**src/rtl/np_mm_feeder.sv**
```systemverilog
// np_mm_feeder: sequences feature/weight reads into the FFN MAC and hands out each dot product.
// Rotates through NUM_BUF frame buffers, producing NUM_NEURONS results per frame.

`ifndef FFN_IN_BITWIDTH
`define FFN_IN_BITWIDTH 15
`endif
`ifndef FFN_OUT_BITWIDTH
`define FFN_OUT_BITWIDTH 31
`endif

module np_mm_feeder #(
    parameter int unsigned NUM_BUF     = 2,
    parameter int unsigned VEC_LEN     = 64,
    parameter int unsigned NUM_NEURONS = 16,
    parameter int unsigned FADDR_W     = 6,
    parameter int unsigned WADDR_W     = 10
) (
    input  logic                                  clock,
    input  logic                                  reset,
    input  logic [NUM_BUF-1:0]                    frame_rdy,
    output logic [NUM_BUF-1:0]                    reading_frame,
    output logic                                  frame_done,
    output logic [FADDR_W-1:0]                    buf_addr,
    output logic [WADDR_W-1:0]                    weight_addr,
    input  logic [`FFN_IN_BITWIDTH:0]             buf_data,
    input  logic [`FFN_IN_BITWIDTH:0]             weight_data,
    output logic [`FFN_IN_BITWIDTH:0]             mac_fp,
    output logic [`FFN_IN_BITWIDTH:0]             mac_w,
    output logic                                  mac_en,
    input  logic [`FFN_OUT_BITWIDTH:0]            mac_sum,
    output logic [`FFN_OUT_BITWIDTH:0]            out_sum,
    output logic [((NUM_NEURONS > 1) ? $clog2(NUM_NEURONS) : 1)-1:0] out_neuron,
    output logic                                  out_valid,
    input  logic                                  out_ready
);

    localparam int unsigned K_W = (VEC_LEN > 1) ? $clog2(VEC_LEN) : 1;
    localparam int unsigned N_W = (NUM_NEURONS > 1) ? $clog2(NUM_NEURONS) : 1;
    localparam logic [K_W-1:0] K_LAST = K_W'(VEC_LEN - 1);
    localparam logic [N_W-1:0] N_LAST = N_W'(NUM_NEURONS - 1);

    typedef enum logic [2:0] {
        IDLE,
        CLEAR,
        ISSUE,
        DRAIN,
        CAPTURE,
        RESULT
    } state_t;

    state_t         state;
    logic [K_W-1:0] k;
    logic [N_W-1:0] n;

    // Memory read data goes straight to the MAC; mac_en is timed to match it.
    assign mac_fp = buf_data;
    assign mac_w  = weight_data;

    // Sequencer: address issue, MAC enable timing, result capture and frame rotation.
    always_ff @(posedge clock or negedge reset) begin
        if (!reset) begin
            state         <= IDLE;
            reading_frame <= NUM_BUF'(1);
            frame_done    <= 1'b0;
            mac_en        <= 1'b0;
            out_valid     <= 1'b0;
            buf_addr      <= '0;
            weight_addr   <= '0;
            out_sum       <= '0;
            out_neuron    <= '0;
            k             <= '0;
            n             <= '0;
        end else begin
            frame_done <= 1'b0;
            // Enable trails address issue by the one-cycle memory read latency.
            mac_en     <= (state == ISSUE);
            case (state)
                IDLE: begin
                    if (|(frame_rdy & reading_frame)) begin
                        buf_addr <= '0;
                        state    <= CLEAR;
                    end
                end
                CLEAR: begin
                    k     <= '0;
                    state <= ISSUE;
                end
                ISSUE: begin
                    // Addresses hold on the last element; the weight pointer steps to
                    // the next neuron base when the result is accepted.
                    if (k == K_LAST) begin
                        k     <= '0;
                        state <= DRAIN;
                    end else begin
                        k           <= k + K_W'(1);
                        buf_addr    <= buf_addr + FADDR_W'(1);
                        weight_addr <= weight_addr + WADDR_W'(1);
                    end
                end
                DRAIN: begin
                    state <= CAPTURE;
                end
                CAPTURE: begin
                    out_sum    <= mac_sum;
                    out_neuron <= n;
                    out_valid  <= 1'b1;
                    state      <= RESULT;
                end
                RESULT: begin
                    if (out_ready) begin
                        out_valid <= 1'b0;
                        buf_addr  <= '0;
                        if (n == N_LAST) begin
                            n             <= '0;
                            weight_addr   <= '0;
                            reading_frame <= {reading_frame[NUM_BUF-2:0], reading_frame[NUM_BUF-1]};
                            frame_done    <= 1'b1;
                            state         <= IDLE;
                        end else begin
                            n           <= n + N_W'(1);
                            weight_addr <= weight_addr + WADDR_W'(1);
                            state       <= CLEAR;
                        end
                    end
                end
                default: begin
                    state <= IDLE;
                end
            endcase
        end
    end

endmodule

```
**config.mk**
```make
export PLATFORM = sky130hd
export DESIGN_NAME = np_mm_feeder
export DESIGN_NICKNAME = d
export VERILOG_FILES = /design/src/rtl/np_mm_feeder.sv
export SDC_FILE = /design/constraint.sdc
export NUM_CORES = 1
export LEC_CHECK = 0
export ABC_AREA = 1
export CAP_MARGIN = 25
export CELL_PAD_IN_SITES_DETAIL_PLACEMENT = 0
export CELL_PAD_IN_SITES_GLOBAL_PLACEMENT = 1
export CORE_MARGIN = 4
export CORE_UTILIZATION = 44
export DETAILED_ROUTE_END_ITERATION = 12
export DONT_BUFFER_PORTS = 1
export PLACE_DENSITY_LB_ADDON = 0.1
export SKIP_LAST_GASP = 1
export SLEW_MARGIN = 10
export SYNTH_ARGS = -nofsm -noshare
export SYNTH_HDL_FRONTEND = slang
export SYNTH_SLANG_ARGS = --single-unit
```
**constraint.sdc**
```tcl
create_clock -name clock -period 1.75 [get_ports clock]
set_input_delay 0.2625 -clock clock [delete_from_list [all_inputs] [get_ports clock]]
set_output_delay 0.2625 -clock clock [all_outputs]
set_load 0.01 [all_outputs]
```
==> flow_metrics.env, run 1 <==
export IMPL_clock_fmax_ghz=0.6509
export IMPL_gr_total_overflow=0
export IMPL_dp_hpwl_um=4926
export IMPL_ys_seq_area_frac=0.5108
export IMPL_drt_iter0_markers=128
export IMPL_ys_seq_elements=70
export IMPL_antenna_found_initial=0
export IMPL_pin_count=158
export IMPL_setup_viol=0
export IMPL_max_stage_delay_ps=480
export IMPL_max_vdd_ir_drop_uv=679.5
export IMPL_rsz0062_at_grt="false"
export IMPL_min_path_type="primary input to async pin"
export IMPL_cp_max_fo=5
export IMPL_p_int_mw=3.469
export IMPL_synth_edf_count=0
export IMPL_cts_inserted_buffers=9
export IMPL_yosys_area_top_type="dfrtp_1"
export IMPL_cp_end_kind="flop"
export IMPL_grt_pass1_wl_um=11370
export IMPL_cpMaxStageDelayCell="dfrtp_1"
export IMPL_clockRootBuffer="clkbuf_8"
export IMPL_maxSlewHeadroom=0.7447
export IMPL_seq_power_share=0.511
export IMPL_ctsLongestPathBuffers=2
export IMPL_die_w_um=96.32
export IMPL_area_delta_synth_final_pct=2.807
export IMPL_numPortBuffers=0
export IMPL_switching_share=0.4025
export IMPL_post_route_cells_drive_above_1_share=0.09926
export IMPL_cp_common_cell="nand2_1"
export IMPL_synth_commonest_cells="nand2_1, dfrtp_1, buf_4"
export IMPL_grt_usage=0.1595
export IMPL_cts_setup_buffers=0
export IMPL_syn_area_um2=3432
export IMPL_syn_avg_cell_area_um2=8.152
export IMPL_maxCapViolCount=0
export IMPL_crit_chain="ha_1 > nand2_1 > nor2_1 > nand2_1 > nor2_1 > o21ai_0 > nand2_1 > inv_1"
export IMPL_pwr_share_comb=0.265
export IMPL_rows=31
export IMPL_startpoint_type="flop"
export IMPL_via_count=2439
export IMPL_synth_nets=494
export IMPL_worstMarginPinSlew_ps=383.0
export IMPL_clkSinkCount=70
export IMPL_period_share=0.8779
export IMPL_wl_per_cell_um=13.82
export IMPL_grt_max_degree=71
export IMPL_cp_num_buf_inv=1
export IMPL_synth_top_flop_cell="dfrtp_1"
export IMPL_clk_latency_ps=340
export IMPL_ys_warn_count=0
export IMPL_area_sequential_um2=1753
export IMPL_required_ps=1990
export IMPL_setup_ws_ps=213.7
export IMPL_place_ws_ps=217.6
export IMPL_violations="negative hold slack"
export IMPL_multi_input_area_um2=1289
export IMPL_tns_ps=0
export IMPL_final_nets=471
export IMPL_power_frac_clock=0.224
export IMPL_antenna_cells=0
export IMPL_holdWs_ps=-391.0
export IMPL_fillers=739
export IMPL_firstDrtPassIters=4
export IMPL_routed_wirelength_um=6937
export IMPL_via_per_inst=4.859
export IMPL_cp_arrival_ps=1780
export IMPL_cts_resized=0
export IMPL_ant_nets=0
export IMPL_synth_cells=421
export IMPL_synthTopCellsByArea="dfrtp_1, nand2_1, buf_4, o21ai_0, nor2_1"
export IMPL_post_route_min_period_ps=1536
export IMPL_cp_top_family="simple AND/OR/NAND/NOR gates"
export IMPL_slew_viol_final=0
export IMPL_power_density_nw_per_um2=1645
export IMPL_initial_core_util=0.4633
export IMPL_gp_congestion=0.7244
export IMPL_leakagePower_nw=1.787
export IMPL_design_core_area_um2=7408
export IMPL_switching_power_mw=2.337
export IMPL_ys_types=29
export IMPL_synth_top_cell_area_share=0.5031
export IMPL_status="finished with violations"
export IMPL_reg2reg_slack_ps=210
export IMPL_async_flop_share=1.000
export IMPL_hold_viol_final=70
export IMPL_drc=0
export IMPL_fin_util=0.4763
export IMPL_path_clk_slew_ps=80
export IMPL_grt_pass1_vias=2343
export IMPL_path_class="flop to flop"
export IMPL_clock_skew_ps=11.84
export IMPL_h_tree_depth=3
export IMPL_synth_most_common_cell="nand2_1"
export IMPL_die_height_um=96.32
export IMPL_dieArea_um2=9278
export IMPL_cts_tree="yes"
-- power groups by stage --
stage               logic, mW  registers, mW  clock network [mW]
finish                   1.54           2.97                1.30
global route             1.79           3.07                1.45
detailed placement       1.57           3.00                   0
global placement         1.54           3.01                   0
CTS                      1.57           2.99                1.35
floorplan                1.33           2.86                   0
-- final cells by class --
| cell class | count | area share |
|---|---|---|
| Clock buffer | 10 | 0.03617 |
| Clock inverter | 6 | 0.02057 |
| Inverter | 24 | 0.02553 |
| Multi-Input combinational cell | 285 | 0.3652 |
| Sequential cell | 70 | 0.4968 |
| Tap cell | 99 | 0.03511 |
| Timing Repair Buffer | 8 | 0.02057 |
-- final timing paths --
check | from | end | depth (start not counted)
worst max-delay path | weight_addr[1] | weight_addr[6] | 8
worst max register to register | weight_addr[1] | weight_addr[6] | 8
max in group asynchronous | reset | reading_frame[0] | 0
min in group clock | mac_sum[9] | out_sum[9] | 2
worst min register to register | n[2] | n[2] | 1
worst min-delay path | reset | weight_addr[8] | 0
-- per-layer routing --
layer  routed length [um]  GRT usage  up-vias
met2                 3073     0.2427       84
met3                  572    0.05160       25
met1                 3119     0.2008     1090
li1                     -          -     1240
met4                  172    0.08528        0
met5                    0          0        -
-- metrics by stage --
stage / instance area [um^2] / total power, mW / cells
2_1_floorplan: 3432 / 4.185 / 421
3_3_place_gp: 3328 / 4.554 / 486
3_5_place_dp: 3328 / 4.574 / 486
4_1_cts: 3528 / 5.903 / 502
5_1_grt: 3528 / 6.309 / 502
6_report: 3528 / 5.806 / 502
-- sequential cells by signal, indices dropped and copies added, names as in the netlist --
signal / count
out_sum: 32
weight_addr: 10
buf_addr: 6
k: 6
n: 4
out_neuron: 4
state: 3
reading_frame: 2
frame_done: 1
mac_en: 1
out_valid: 1
-- kinds of logic after synthesis --
kind of cell,Yosys count,share of synthesized area
compound gates,34,0.05177
xor+xnor,8,0.02041
fa+ha+maj,4,0.01458
buf+inv,66,0.1137
flops,70,0.5108
simple gates,239,0.2887
-- cell usage in the layout, fill, tap and decap left out, types with 5 or more instances in the layout --
| cell | synthesis | final |
|---|---|---|
| dfrtp_1 | 69 | 69 |
| clkbuf_8 | 0 | 9 |
| nor2_1 | 23 | 23 |
| nand2_1 | 184 | 184 |
| inv_1 | 17 | 17 |
| buf_4 | 32 | 7 |
| nand3_1 | 15 | 15 |
| o21ai_0 | 20 | 20 |
| nand4_1 | 5 | 5 |
| o21ai_1 | 8 | 8 |
| inv_2 | 7 | 7 |
No activity file was read; power rests on OpenSTA's default activity.
==> inputs of run 2 (changes only) <==
--- a/config.mk
+++ b/config.mk
@@ -15,2 +15,3 @@
 export DONT_BUFFER_PORTS = 1
+export GPL_TIMING_DRIVEN = 0
 export PLACE_DENSITY_LB_ADDON = 0.1
==> constraint.sdc (replaced) <==
create_clock -name clock -period 1.75 [get_ports clock]
set_input_delay 0.175 -clock clock [delete_from_list [all_inputs] [get_ports clock]]
set_output_delay 0.175 -clock clock [all_outputs]
set_load 0.01 [all_outputs]
==> run 2 against run 1 <==
The flow still finishes with violations (negative hold slack). Sequential power barely moved. Wire length rose by 14%. Non-clock buffer count rose by 66.
==> flow_metrics.env, run 2 (synthesis results as in run 1) <==
export IMPL_status="finished with violations"
export IMPL_violations="negative hold slack"
export IMPL_power_density_nw_per_um2=1462
export IMPL_clockRootBuffer="clkbuf_8"
export IMPL_ctsLongestPathBuffers=2
export IMPL_cp_arrival_ps=1820
export IMPL_cts_setup_buffers=0
export IMPL_holdBufCountCts=32
export IMPL_maxCapViolCount=0
export IMPL_clkSinkCount=70
export IMPL_initial_core_util=0.4633
export IMPL_cts_inserted_buffers=9
export IMPL_antenna_cells=0
export IMPL_cpMaxStageDelayCell="dfrtp_1"
export IMPL_period_share=0.8827
export IMPL_rows=31
export IMPL_largest_register_ffs=32
export IMPL_top_regs="out_sum: 32 flops, weight_addr: 10 flops"
export IMPL_drc=0
export IMPL_numPortBuffers=0
export IMPL_cts_tree="yes"
export IMPL_antenna_found_initial=0
export IMPL_startpoint_type="flop"
export IMPL_cp_end_kind="flop"
export IMPL_firstDrtPassIters=4
export IMPL_final_nets=537
export IMPL_holdWs_ps=-484.4
export IMPL_final_common_cell="nand2_1"
export IMPL_gp_congestion=0.7918
export IMPL_routed_wirelength_um=7904
export IMPL_via_per_inst=4.806
export IMPL_wl_met3_um=751
export IMPL_gr_total_overflow=0
export IMPL_grt_pass1_wl_um=12740
export IMPL_max_vdd_ir_drop_uv=683.8
export IMPL_cp_top_family="simple AND/OR/NAND/NOR gates"
export IMPL_grt_usage=0.1783
export IMPL_die_w_um=96.32
export IMPL_cp_max_fo=10
export IMPL_post_route_cells_drive_above_1_share=0.1557
export IMPL_hold_viol_final=70
export IMPL_h_tree_depth=3
export IMPL_path_class="flop to flop"
export IMPL_clk_latency_ps=350
export IMPL_clock_fmax_ghz=0.6473
export IMPL_wl_met2_um=3849
export IMPL_ant_nets=0
export IMPL_design_core_area_um2=7408
export IMPL_m1WireLength_um=3200
export IMPL_drt_iter0_markers=75
export IMPL_crit_chain="ha_1 > nand3_1 > nor2_1 > nand2_2 > nand3_2 > buf_6 > nand2_1 > o21ai_1"
export IMPL_tns_ps=0
export IMPL_clock_skew_ps=7.934
export IMPL_die_height_um=96.32
export IMPL_wl_per_cell_um=13.92
export IMPL_grt_pass1_vias=2687
export IMPL_pin_count=158
export IMPL_cp_num_buf_inv=1
export IMPL_dp_hpwl_um=5482
export IMPL_min_path_type="primary input to async pin"
export IMPL_post_route_min_period_ps=1545
export IMPL_path_clk_slew_ps=80
export IMPL_leakagePower_nw=2.069
export IMPL_slew_viol_final=0
export IMPL_via_count=2730
export IMPL_maxSlewHeadroom=0.7027
export IMPL_setup_viol=0
export IMPL_max_stage_delay_ps=410
export IMPL_required_ps=2020
export IMPL_top_register="out_sum"
export IMPL_worstMarginPinSlew_ps=446.0
export IMPL_area_delta_synth_final_pct=18.88
export IMPL_dieArea_um2=9278
export IMPL_grt_max_degree=71
export IMPL_rsz0062_at_grt="false"
export IMPL_routed_top_layer="met4"
export IMPL_final_cell_mix="nand2_1, dfrtp_1, buf_4, dlygate4sd3_1, nor2_1"
==> run 2: routing by layer <==
metal	track usage	up-vias
li1	-	1373
met1	0.2146	1241
met2	0.2950	109
met3	0.05317	7
met4	0.07710	0
met5	0	-
==> run 2: repair_timing <==
item,4_1_cts,5_1_grt
endpoints found under the hold margin,102,70
setup endpoints to repair,0,2
resized for setup,0,1
==> run 2: through the flow <==
stage	utilization	area (um^2)	total power, mW	std cells	setup slack (ps)
floorplan	-	3432	4.185	421	404.4
global route	0.5508	4080	6.475	568	29.20
detailed placement	0.4800	3556	4.650	520	132.3
finish	0.5508	4080	5.965	568	205.2
global placement	0.4800	3556	4.601	520	173.5
CTS	0.5501	4075	6.051	568	105.6
==> run 2: path summary, 6_finish.rpt <==
path                            from               end  slack (ps)  depth (start not counted)
max in group asynchronous      reset  reading_frame[0]        2060                          0
min in group clock         out_ready        frame_done          40                          2
setup / recovery                k[0]    weight_addr[5]         210                          8
hold reg to reg                 k[0]              k[0]         530                          1
hold / removal                 reset        out_sum[8]        -480                          0
setup reg to reg                k[0]    weight_addr[5]         210                          8
==> run 2: final cells by class <==
type	count	area, um^2
Inverter	24	90.09
Sequential cell	70	1753
Tap cell	99	123.9
Fill cell	685	3328
Timing Repair Buffer	32	320.3
Clock buffer	10	127.6
Clock inverter	6	71.32
Buffer	42	300.3
Multi-Input combinational cell	285	1294
==> run 2: power breakdown <==
group | total, mW | internal (mW) | switching, mW
sequential | 2.98 | 2.21 | 0.770
clock | 1.31 | 0.668 | 0.644
combinational | 1.67 | 0.661 | 1.01
==> inputs of run 3 (changes only) <==
CORE_UTILIZATION = 40   (was 44)
MAX_ROUTING_LAYER = met4   (was unset)
clock period = 1.3 ns   (was 1.75 ns; I/O delays follow)
==> run 3 against run 2 <==
Clock-buffer cell count is the same. First-iteration DRC count grew 37%. The flow finishes with violations (negative hold slack, negative setup slack). Global-route usage shrank 0.47 points. Via count grew 5.3%. Maximum frequency grew 13%. Cell area grew 14%. Sequential share of layout area shrank 5.0 points. Total power grew 56%. Wire length grew 6.4%. Utilization grew 0.78 points. Clock power grew 39%.
==> flow_metrics.env, run 3 (synthesis results as in run 1) <==
export IMPL_status="finished with violations"
export IMPL_violations="negative hold slack, negative setup slack"
export IMPL_top_regs="out_sum: 32 flops, weight_addr: 10 flops"
export IMPL_antenna_cells=0
export IMPL_rows=33
export IMPL_post_route_cells_drive_above_1_share=0.3032
export IMPL_path_class="flop to flop"
export IMPL_max_vdd_ir_drop_uv=1040
export IMPL_path_clk_slew_ps=80
export IMPL_required_ps=1530
export IMPL_h_tree_depth=3
export IMPL_gp_congestion=0.7626
export IMPL_busiest_layer="met2"
export IMPL_grt_max_degree=71
export IMPL_clock_fmax_ghz=0.7295
export IMPL_startpoint_type="flop"
export IMPL_holdWs_ps=-526.5
export IMPL_finalNonFillerCells=603
export IMPL_power_density_nw_per_um2=2004
export IMPL_period_share=1.055
export IMPL_setup_viol=30
export IMPL_fillers=791
export IMPL_clk_latency_ps=340
export IMPL_drt_iter0_markers=103
export IMPL_cpMaxStageDelayCell="dfrtp_1"
export IMPL_wl_per_cell_um=13.94
export IMPL_cp_max_fo=4
export IMPL_slew_viol_final=0
export IMPL_cp_num_buf_inv=1
export IMPL_die_height_um=100.6
export IMPL_min_path_type="primary input to async pin"
export IMPL_reg2reg_slack_ps=-70
export IMPL_gr_usage_met1=0.2177
export IMPL_via_per_inst=4.768
export IMPL_design_core_area_um2=8299
export IMPL_drc=0
export IMPL_post_route_min_period_ps=1371
export IMPL_multi_input_area_um2=1539
export IMPL_ant_nets=0
export IMPL_fin_area_um2=4636
export IMPL_clock_skew_ps=11.66
export IMPL_r2r_start="k[0]"
export IMPL_ctsLongestPathBuffers=2
export IMPL_final_common_cell="nand2_1"
export IMPL_initial_core_util=0.4135
export IMPL_final_cell_mix="nand2_1, dfrtp_1, buf_4"
export IMPL_dp_hpwl_um=5552
export IMPL_grt_pass1_vias=2876
export IMPL_grt_usage=0.1736
export IMPL_cp_end_kind="flop"
export IMPL_top_register="out_sum"
export IMPL_clkSinkCount=70
export IMPL_routed_wirelength_um=8406
export IMPL_worstMarginPinSlew_ps=285.0
export IMPL_cp_arrival_ps=1600
export IMPL_area_delta_synth_final_pct=35.07
export IMPL_maxSlewHeadroom=0.8093
export IMPL_die_w_um=100.6
export IMPL_totalPowerFinal_mw=9.291
export IMPL_cts_inserted_buffers=9
export IMPL_via_count=2875
export IMPL_maxCapViolCount=0
export IMPL_clockRootBuffer="clkbuf_8"
export IMPL_setup_ws_ps=-70.89
export IMPL_grt_pass1_wl_um=13750
export IMPL_grtUsageMet3=0.03806
export IMPL_ff2ff_path_depth=10
export IMPL_leakagePower_nw=2.268
export IMPL_r2r_end="weight_addr[6]"
export IMPL_gr_total_overflow=0
export IMPL_antenna_found_initial=0
export IMPL_cp_top_family="simple AND/OR/NAND/NOR gates"
export IMPL_pin_count=158
export IMPL_dp_cells=526
export IMPL_final_nets=566
export IMPL_use_met2=0.2780
export IMPL_crit_chain="ha_4 > nand2_2 > nor2_4 > nand2_2 > nor2_4 > nor2_4 > nand2_1 > nand2_1 > nand2_1 > inv_1"
export IMPL_firstDrtPassIters=5
export IMPL_area_sequential_um2=1762
export IMPL_hold_viol_final=70
export IMPL_dieArea_um2=10130
export IMPL_largest_register_ffs=32
export IMPL_rsz0062_at_grt="true"
export IMPL_max_stage_delay_ps=400
export IMPL_numPortBuffers=0
export IMPL_place_area_um2=3581
export IMPL_cts_tree="yes"
[run 3: repair_timing]
item / in CTS / in global routing
endpoints found under the hold margin: 104 / 71
setup endpoints to repair: 60 / 60
hold buffers: 33 / 1
pin swaps: 15 / 20
gates cloned: 1 / 0
gates resized for setup: 50 / 35
buffers inserted: 17 / 9
[run 3: power breakdown]
group,total (mW),switching [mW],leakage [nW],internal [mW]
Clock,1.82,0.867,0.103,0.949
Combinational,3.38,1.78,1.29,1.60
Sequential,4.10,1.10,0.878,3.00
Total,9.29,3.75,2.27,5.54
[run 3: worst max path at each step]
stage / startpoint / slack [ps] / depth (start not counted) / end
finish: k[0] / -70 / 10 / weight_addr[6]
global route: state[2] / -180 / 7 / weight_addr[9]
CTS: state[2] / -70 / 8 / weight_addr[6]
detailed placement: n[1] / -330 / 6 / n[3]
global placement: n[1] / -320 / 7 / reading_frame[0]
floorplan: k[0] / 5 / 10 / weight_addr[6]
[run 3: layer usage]
layer / vias to the layer above / wire length, um
met5: - / 0
met4: 0 / 95
met3: 10 / 550
met2: 94 / 4172
met1: 1340 / 3587
li1: 1431 / -
[run 3: cell type report]
| cell class | count | area share |
|---|---|---|
| clock buffers | 10 | 0.02969 |
| plain buffers | 42 | 0.06883 |
| repair buffers | 61 | 0.1258 |
| clock inverters | 6 | 0.01484 |
| inverters | 24 | 0.02051 |
| flip-flops and latches | 70 | 0.3800 |
| multi-input cells | 285 | 0.3320 |
| well taps | 105 | 0.02834 |
[run 3: worst register-to-register path: cells and delay by family, from the launching register on]
family                   cells  cell delay [ps]
buffers and inverters        1               30
AND/OR/NAND/NOR              8              640
adder cells (fa/ha/maj)      1              180
flip-flops                   1              400
[run 3: metrics by stage]
step / setup WS [ps] / hold WS, ps / utilization / TNS [ps]
after global routing: -177.9 / -551.7 / 0.5586 / -6135
after CTS: -69.08 / -548.9 / 0.5351 / -1100
final: -70.89 / -526.5 / 0.5586 / -1148
after global placement: -319.4 / -163.7 / 0.4315 / -5613
after detailed placement: -333.5 / -163.9 / 0.4315 / -6234
after floorplan: 4.840 / -165.6 / - / 0
